--- config.mk ---
export PLATFORM = sky130hd
export DESIGN_NAME = cross_strobe_rx_multi_flat
export DESIGN_NICKNAME = d
export VERILOG_FILES = /design/src/rtl/cross_strobe_rx_multi_if.sv /design/src/rtl/cross_strobe_rx_multi.sv /design/src/flat_wrapper.sv
export SDC_FILE = /design/constraint.sdc
export NUM_CORES = 1
export LEC_CHECK = 0
export CORE_ASPECT_RATIO = 0.8
export CORE_MARGIN = 5
export CORE_UTILIZATION = 25
export DETAILED_ROUTE_END_ITERATION = 12
export GPL_TIMING_DRIVEN = 1
export PLACE_DENSITY = 0.48
export RECOVER_POWER = 25
export SLEW_MARGIN = 20
export SYNTH_ARGS = -nofsm -noshare
export SYNTH_HDL_FRONTEND = slang
export SYNTH_SLANG_ARGS = --single-unit
--- constraint.sdc ---
create_clock -name clk -period 3.6 [get_ports clk]
set_input_delay 0.36 -clock clk [delete_from_list [all_inputs] [get_ports clk]]
set_output_delay 0.36 -clock clk [all_outputs]
set_load 0.01 [all_outputs]
--- src/rtl/cross_strobe_rx_multi_if.sv ---
// Event handoff port of the multi-channel strobe receiver.
// The producer drives valid/chan and the consumer answers with ready.
interface cross_strobe_rx_multi_if #(
    parameter int CHANNELS = 4
);
    localparam int CH_W = (CHANNELS > 1) ? $clog2(CHANNELS) : 1;

    logic            evt_valid;
    logic [CH_W-1:0] evt_chan;
    logic            evt_ready;

    modport master (output evt_valid, output evt_chan, input evt_ready);
    modport slave  (input evt_valid, input evt_chan, output evt_ready);
endinterface

--- src/rtl/cross_strobe_rx_multi.sv ---
// Receives toggle-encoded strobes from a foreign clock domain on CHANNELS lanes.
// Detected events are counted per lane and handed out round-robin over a valid/ready port.
module cross_strobe_rx_multi #(
    parameter int CHANNELS    = 4,
    parameter int SYNC_STAGES = 2,
    parameter int CNT_W       = 4
) (
    input  logic                      clk,
    input  logic                      arst,
    input  logic [CHANNELS-1:0]       din_togl,
    output logic [CHANNELS-1:0]       dout_pulse,
    cross_strobe_rx_multi_if.master   evt,
    output logic [CHANNELS-1:0]       ovf,
    input  logic [CHANNELS-1:0]       ovf_clr
);
    localparam int CH_W   = (CHANNELS > 1) ? $clog2(CHANNELS) : 1;
    localparam int WARM   = SYNC_STAGES + 1;
    localparam int WARM_W = $clog2(WARM + 1);

    typedef enum logic {IDLE = 1'b0, OFFER = 1'b1} state_t;

    logic [SYNC_STAGES-1:0] sync_r [CHANNELS];
    logic                   hist_r [CHANNELS];
    logic [CNT_W-1:0]       cnt_r  [CHANNELS];
    logic                   ovf_r  [CHANNELS];
    logic [CHANNELS-1:0]    dec_s;
    logic [CHANNELS-1:0]    elig_s;
    logic [WARM_W-1:0]      warm_r;
    logic                   armed_s;
    logic                   hs_s;
    state_t                 state_r, state_nx;
    logic [CH_W-1:0]        chan_r, chan_nx;
    logic [CH_W-1:0]        rr_r, rr_nx;

    assign armed_s = (warm_r == WARM_W'(WARM));
    assign hs_s    = (state_r == OFFER) && evt.evt_ready;

    // Warm-up counter: pulses stay masked until the synchronisers hold settled input levels.
    always_ff @(posedge clk or posedge arst) begin
        if (arst) begin
            warm_r <= {WARM_W{1'b0}};
        end else if (!armed_s) begin
            warm_r <= warm_r + WARM_W'(1);
        end else begin
            warm_r <= warm_r;
        end
    end

    for (genvar c = 0; c < CHANNELS; c++) begin : g_ch
        logic sync_last_s;
        logic set_ovf_s;

        assign sync_last_s   = sync_r[c][SYNC_STAGES-1];
        assign dout_pulse[c] = armed_s & (sync_last_s ^ hist_r[c]);
        assign dec_s[c]      = hs_s && (chan_r == CH_W'(c));
        // An in-flight handshake on this lane does not count toward the next grant.
        assign elig_s[c]     = ((cnt_r[c] - CNT_W'(dec_s[c])) != {CNT_W{1'b0}});
        assign set_ovf_s     = dout_pulse[c] && !dec_s[c] && (cnt_r[c] == {CNT_W{1'b1}});
        assign ovf[c]        = ovf_r[c];

        // Synchroniser chain plus history flop for edge detection.
        always_ff @(posedge clk or posedge arst) begin
            if (arst) begin
                sync_r[c] <= {SYNC_STAGES{1'b0}};
                hist_r[c] <= 1'b0;
            end else begin
                sync_r[c] <= {sync_r[c][SYNC_STAGES-2:0], din_togl[c]};
                hist_r[c] <= sync_last_s;
            end
        end

        // Saturating pending-event counter and sticky overflow flag (set beats clear).
        always_ff @(posedge clk or posedge arst) begin
            if (arst) begin
                cnt_r[c] <= {CNT_W{1'b0}};
                ovf_r[c] <= 1'b0;
            end else begin
                if (dout_pulse[c] && !dec_s[c]) begin
                    cnt_r[c] <= set_ovf_s ? cnt_r[c] : cnt_r[c] + CNT_W'(1);
                end else if (dec_s[c] && !dout_pulse[c]) begin
                    cnt_r[c] <= cnt_r[c] - CNT_W'(1);
                end else begin
                    cnt_r[c] <= cnt_r[c];
                end
                if (set_ovf_s) begin
                    ovf_r[c] <= 1'b1;
                end else if (ovf_clr[c]) begin
                    ovf_r[c] <= 1'b0;
                end else begin
                    ovf_r[c] <= ovf_r[c];
                end
            end
        end
    end

    // Offer state register with the granted channel and round-robin pointer.
    always_ff @(posedge clk or posedge arst) begin
        if (arst) begin
            state_r <= IDLE;
            chan_r  <= {CH_W{1'b0}};
            rr_r    <= {CH_W{1'b0}};
        end else begin
            state_r <= state_nx;
            chan_r  <= chan_nx;
            rr_r    <= rr_nx;
        end
    end

    // Next-state logic: round-robin search from rr_r, reloaded only when the port is free.
    always_comb begin
        logic            found;
        logic [CH_W-1:0] grant;
        logic [CH_W-1:0] idx;
        found    = 1'b0;
        grant    = {CH_W{1'b0}};
        idx      = {CH_W{1'b0}};
        state_nx = state_r;
        chan_nx  = chan_r;
        rr_nx    = rr_r;
        for (int i = 0; i < CHANNELS; i++) begin
            idx = CH_W'((int'(rr_r) + i) % CHANNELS);
            if (!found && elig_s[idx]) begin
                found = 1'b1;
                grant = idx;
            end else begin
                found = found;
            end
        end
        if ((state_r == IDLE) || evt.evt_ready) begin
            if (found) begin
                state_nx = OFFER;
                chan_nx  = grant;
                rr_nx    = CH_W'((int'(grant) + 1) % CHANNELS);
            end else begin
                state_nx = IDLE;
            end
        end else begin
            state_nx = state_r;
        end
    end

    // Port outputs come straight from registers.
    always_comb begin
        evt.evt_chan = chan_r;
        case (state_r)
            IDLE:    evt.evt_valid = 1'b0;
            OFFER:   evt.evt_valid = 1'b1;
            default: evt.evt_valid = 1'b0;
        endcase
    end
endmodule
--- src/flat_wrapper.sv ---
// flat-port wrapper written by rule: the top's interface ports become plain ports
module cross_strobe_rx_multi_flat 
#(
    parameter int CHANNELS    = 4,
    parameter int SYNC_STAGES = 2,
    parameter int CNT_W       = 4
)
  (clk, arst, din_togl, dout_pulse, ovf, ovf_clr, evt_evt_valid, evt_evt_chan, evt_evt_ready);
  cross_strobe_rx_multi_if #(.CHANNELS(CHANNELS)) evt_i ();
  input  logic clk;
  input  logic arst;
  input  logic [CHANNELS-1:0] din_togl;
  output logic [CHANNELS-1:0] dout_pulse;
  output logic [CHANNELS-1:0] ovf;
  input  logic [CHANNELS-1:0] ovf_clr;
  output wire logic [$bits(evt_i.evt_valid)-1:0] evt_evt_valid;
  output wire logic [$bits(evt_i.evt_chan)-1:0] evt_evt_chan;
  input wire logic [$bits(evt_i.evt_ready)-1:0] evt_evt_ready;
  assign evt_evt_valid = evt_i.evt_valid;
  assign evt_evt_chan = evt_i.evt_chan;
  assign evt_i.evt_ready = evt_evt_ready;
  cross_strobe_rx_multi #(.CHANNELS(CHANNELS), .SYNC_STAGES(SYNC_STAGES), .CNT_W(CNT_W)) u_core (.clk(clk), .arst(arst), .din_togl(din_togl), .dout_pulse(dout_pulse), .evt(evt_i), .ovf(ovf), .ovf_clr(ovf_clr));
endmodule
# Word level (Yosys, flattened, before mapping)
# Cells that the tools add are included.
[totals]
register_bits = 39
wordCells = 150
input_bits = 11
output_inout_bits = 11
[op_classes]
n_reduce_logical = 50
mux = 38
add_sub_neg = 17
magnitude_cmp = 4
bitwise_logic = 9
n_eq_ne = 12
[op_table]
columns = ["op", "n"]
rows = [
  ["4-bit two-way mux", 12],
  ["1-bit logical AND", 20],
  ["1-bit two-way mux", 17],
  ["4-bit by 1-bit adder with 4-bit output, second input constant", 4],
  ["4-bit == test, second input constant", 4],
  ["2-bit nonzero test", 8],
  ["4-bit nonzero test", 4],
  ["4-bit by 1-bit subtractor with 4-bit output", 4],
  ["4-bit by 1-bit subtractor with 4-bit output, second input constant", 4],
  ["2-bit by 3-bit less-than comparator with 1-bit output, second input constant", 4],
  ["1-bit zero test", 11],
  ["2-bit AND reduction", 5],
  ["1-bit binary-select mux with 2-bit select", 4],
  ["2-bit two-way mux", 4],
  ["2-bit != test, second input constant", 4],
  ["2-bit by 1-bit adder with 2-bit output, second input constant", 3],
  ["2-bit == test, second input constant", 3],
  ["2-bit adder, second input constant", 2],
  ["1-bit AND", 4],
  ["1-bit XOR", 4],
  ["2-bit by 1-bit == test with 1-bit output, second input constant", 1],
  ["2-bit zero test", 1],
  ["1-bit case mux with 2 select lines", 1],
  ["1-bit logical OR", 1],
  ["1-bit NOT", 1],
]

# Longest topological paths before layout
[logic_depth]
depth_word = 17
ltp_mapped = 9

# Worst setup path before layout
# No wires, ideal clock.
[synth_path]
kind = "flip-flop to flip-flop"
start = "register u_core.chan_r[1] (netlist: u_core.evt.evt_chan[1])"
end = "register u_core.rr_r[1]"
stages_incl_launch_ff = 9
arrival_time_ns = 1.934
path_slack_ns = 1.531
setup_ns = 0.135
path_buffers = 0
cell_sequence = "dfrtp_1 nand4b_1 inv_1 ha_1 xnor2_1 nand3_2 o41ai_4 or4_1 o311ai_1"
[synth_between]
elab_chain_len = 17
elab_cells_between_ends = 40
classes_between = "5 x add/sub; 3 x eq/ne; 16 x mux; 16 x reduce/logical"
[synth_rtl]
columns = ["element", "line_no", "rtl"]
rows = [
  ["start, declared", "cross_strobe_rx_multi.sv:32", "logic [CH_W-1:0] chan_r, chan_nx;"],
  ["start signal, assigned", "cross_strobe_rx_multi.sv:100", "chan_r <= {CH_W{1'b0}};"],
  ["start signal, assigned", "cross_strobe_rx_multi.sv:104", "chan_r <= chan_nx;"],
  ["2-bit by 1-bit == test with 1-bit output, or another cell as far along", "cross_strobe_rx_multi.sv:55", "assign dec_s[c] = hs_s && (chan_r == CH_W'(c));"],
  ["1-bit logical AND", "cross_strobe_rx_multi.sv:55", ""],
  ["4-bit by 1-bit subtractor with 4-bit output", "cross_strobe_rx_multi.sv:57", "assign elig_s[c] = ((cnt_r[c] - CNT_W'(dec_s[c])) != {CNT_W{1'b0}});"],
  ["4-bit nonzero test", "cross_strobe_rx_multi.sv:57", ""],
  ["1-bit binary-select mux with 2-bit select", "cross_strobe_rx_multi.sv:122", "if (!found && elig_s[idx]) begin"],
  ["1-bit two-way mux (implied by the code)", "cross_strobe_rx_multi.sv:122", ""],
  ["1-bit two-way mux", "cross_strobe_rx_multi.sv:122", ""],
  ["1-bit zero test", "cross_strobe_rx_multi.sv:122", ""],
  ["1-bit logical AND", "cross_strobe_rx_multi.sv:122", ""],
  ["1-bit two-way mux", "cross_strobe_rx_multi.sv:122", ""],
  ["1-bit zero test", "cross_strobe_rx_multi.sv:122", ""],
  ["1-bit logical AND", "cross_strobe_rx_multi.sv:122", ""],
  ["1-bit two-way mux", "cross_strobe_rx_multi.sv:122", ""],
  ["1-bit zero test", "cross_strobe_rx_multi.sv:122", ""],
  ["1-bit logical AND", "cross_strobe_rx_multi.sv:122", ""],
  ["2-bit two-way mux / 1-bit two-way mux (equally long branches)", "cross_strobe_rx_multi.sv:122", ""],
  ["2-bit by 1-bit adder with 2-bit output / 2-bit AND reduction (equally long branches)", "--", ""],
  ["end signal, assigned", "cross_strobe_rx_multi.sv:101", "rr_r <= {CH_W{1'b0}};"],
  ["end signal, assigned", "cross_strobe_rx_multi.sv:105", "rr_r <= rr_nx;"],
  ["end, declared", "cross_strobe_rx_multi.sv:33", "logic [CH_W-1:0] rr_r, rr_nx;"],
]
# Several ways; a longest one is shown, not always the timed one. The select of a mux whose other input is x is not followed.
# A chain may end at the register's enable or synchronous reset.

==> out/results.ini <==
[clock_network]
cts_tree = built
ctsResizeCount = 0
post-cts-setup-buffers = 0
cts_buffers = 5
cts.sinks = 39
worstSkewPairLatency_ns = 0.30
clk_pin_slew_ns = 0.08
h-tree-depth = 2
cts_buffer_depth = 2
postCtsHoldBufs = 0
cts_root_buf = clkbuf_8

[floorplan]
coreArea_um2 = 8408
die_area_um2 = 10500
start_util = 0.2540
io_pins = 22
num_rows = 30
dieWidth_um = 113.3
fp.dieH_um = 92.67

[sta]
fmax_ghz = 0.3972
tightestPinTransition_ns = 2.152
setup_violations = 0
timing_hold_violations_final = 0
finClkSkew_ns = 0.01386
maxSlewViolCount = 40
grt_setup_unrepaired = false
hold_slack_ns = 0.3518
setup_tns_ns = 0
fin_ws_ns = 1.083
relSlewSlack = -0.4349
period_needed_ns = 2.517
finalCritPeriodShare = 0.6993

[flow_run]
cap_violations = 1

[synth]
synth_fa_ha_area_frac = 0.1136
synth_nets = 218
netlist_instances = 190
synthSimpleGateAreaFrac = 0.1400
synth_top_family_by_area = simple AND/OR/NAND/NOR gates
syn_avg_cell_area_um2 = 11.24
synth_warnings = 0
synth.distinct_cells = 41
synth_compound_area_frac = 0.1178
synth_area_um2 = 2136
synth_xor_area_frac = 0.1019
ys_ff_latch = 39
yosysSeqAreaShare = 0.4569
muxShareOfSynthArea = 0.04277

[critical_path]
cp.required_ns = 3.57
ff2ff_path_depth = 8
worst-path-max-fanout = 39
crit_arrival_ns = 2.49
endpoint_kind = asynchronous set/reset pin
cp_slowest_stage_delay_ns = 1.53
cp-start-kind = input pin
slowest_stage = clkbuf_1
criticalPathCategory = input pin to asynchronous set/reset pin
path_cells = dlygate4sd3_1 > inv_1 > clkbuf_1

[hold_path]
hold_path_class = flop to flop
min_path_cells = 0

[placement]
dp_hpwl_um = 2922
dp_slack_ns = 0.9076
portBuffers = 21
gp_congestion = 0.7473

[pwr]
pwr_density_cell_nw_per_um2 = 759.4
p_total_w = 0.001957
power.leakage_nw = 1.093
ir_drop_v = 0.0001762

[detailed_routing]
totalWireLength_um = 4029
drt_iter0_markers = 55
drtAntennaViolNets = 0
drcViolationCount = 0
wire_per_inst_um = 12.17
viasPerCell = 4.311
first_pass_iters = 5
vias = 1427

[layout]
multi_input_area_um2 = 1102
nets = 246
drive_above_1_share = 0.1050
num-fill-cells = 854
n_antenna_cell = 0
register_area_um2 = 975.9
area_growth_pct = 20.68

[run_status]
violations = max-capacitance violations, max-slew violations
status = finished with violations

[global_routing]
grt_pass1_wl_um = 6934
antenna_found_initial = 0
overflow = 0
grtUsageTotal = 0.08235
grt_pass1_vias = 1430
grt_start_max_net_pins = 40

## state kept, by name (all words and copies together) (netlist names)
signal and cells:
u_core.warm_r 2, u_core.evt.evt_chan 2, u_core.hist_r 4, u_core.sync_r 4
u_core.cnt_r 16, u_core.rr_r 2, u_core.ovf 4, u_core.g_ch.sync_last_s 4
u_core.state_r 1
## per-stage QoR
stage	utilization	cell area, um2	cells
detailed placement	0.2960	2489	323
CTS	0.3070	2581	331
global route	0.3065	2577	331
floorplan	-	2136	190
finish	0.3065	2577	331
global placement	0.2960	2489	323
## cells in the mapped netlist
cell / instances / share of area
a211oi_1: 1 / 0.0035
a21o_1: 6 / 0.021
a21oi_1: 11 / 0.026
a31oi_1: 1 / 0.0029
a32o_1: 1 / 0.0047
and2_1: 4 / 0.012
and3_1: 2 / 0.0059
and4_2: 1 / 0.0047
buf_2: 1 / 0.0023
dfrtp_1: 39 / 0.46
fa_1: 4 / 0.037
ha_1: 13 / 0.076
inv_1: 14 / 0.025
mux2_1: 2 / 0.011
mux2_2: 4 / 0.021
mux2i_1: 1 / 0.0047
mux2i_2: 1 / 0.0064
nand2_1: 12 / 0.021
nand2b_1: 2 / 0.0059
nand3_1: 6 / 0.014
nand3_2: 2 / 0.0094
nand3_4: 1 / 0.0082
nand4_1: 5 / 0.015
nand4b_1: 2 / 0.0082
nor2_1: 11 / 0.019
nor3_2: 1 / 0.0047
nor3b_2: 1 / 0.0059
o211ai_1: 1 / 0.0035
o21ai_0: 4 / 0.0094
o21ai_1: 1 / 0.0023
o21ai_2: 1 / 0.0041
o22ai_1: 3 / 0.0088
o311ai_1: 1 / 0.0041
o311ai_2: 1 / 0.0076
o31ai_1: 2 / 0.0070
o41ai_4: 1 / 0.013
or3_1: 1 / 0.0029
or4_1: 1 / 0.0035
xnor2_1: 17 / 0.070
xnor2_2: 1 / 0.0076
xor2_1: 6 / 0.025
## final timing paths
path                             startpoint                          to  slack (ns)
max                                    arst             u_core.cnt_r[5]        1.08
min                        u_core.sync_r[0]  u_core.g_ch[3].sync_last_s        0.35
max reg2reg                u_core.warm_r[0]             u_core.cnt_r[7]        1.20
min reg2reg                u_core.sync_r[0]  u_core.g_ch[3].sync_last_s        0.35
max in group clk           u_core.warm_r[0]             u_core.cnt_r[7]        1.20
min in group asynchronous              arst            u_core.hist_r[2]        1.29
## where the power goes
part	internal [W]	total, W	switching (W)
clock	0.000139	0.000309	0.000170
combinational	0.000462	0.000898	0.000435
sequential	0.000580	0.000751	0.000171
total	0.00118	0.00196	0.000776
## placed cells by master, fill, tap and decap left out, types with 2 or more instances in the layout
master           instances
a21o_1                   6
a21oi_1                 11
and2_1                   4
and3_1                   2
clkbuf_8                 5
clkdlybuf4s50_1         16
clkinvlp_4               2
dfrtp_1                 39
dlygate4sd3_1            5
fa_1                     4
ha_1                    13
inv_1                   14
mux2_1                   2
mux2_2                   4
nand2_1                 12
nand2b_1                 2
nand3_1                  6
nand3_2                  2
nand4_1                  5
nand4b_1                 2
nor2_1                  11
o21ai_0                  4
o22ai_1                  3
o31ai_1                  2
xnor2_1                 17
xor2_1                   6
## logic make-up (layout without fill, tap and decap cells)
logic type	Yosys count	count (layout)
flops	39	39
buf+inv	15	44
simple gates	52	52
fa+ha+maj	17	17
xor+xnor	24	24
compound gates	35	35
mux	8	8
## final cells by class
| class | count | area share |
|---|---|---|
| Tap cell | 112 | 0.05437 |
| Clock inverter | 3 | 0.009223 |
| Multi-Input combinational cell | 136 | 0.4277 |
| Inverter | 14 | 0.02039 |
| Clock buffer | 5 | 0.02670 |
| Timing Repair Buffer | 22 | 0.08301 |
| Sequential cell | 39 | 0.3786 |
## routing by layer
| metal | wire [um] | up-vias | global-route usage |
|---|---|---|---|
| met5 | 0 | - | 0 |
| met3 | 170 | 5 | 0.02482 |
| met4 | 46 | 0 | 0.02703 |
| met1 | 2073 | 673 | 0.1153 |
| li1 | - | 723 | - |
| met2 | 1738 | 26 | 0.1208 |
## critical path: cells and delay by family
kind / cells / cell delay, ns
buf+inv: 3 / 2.11
Note: power is estimated with default switching activity, not from simulation.
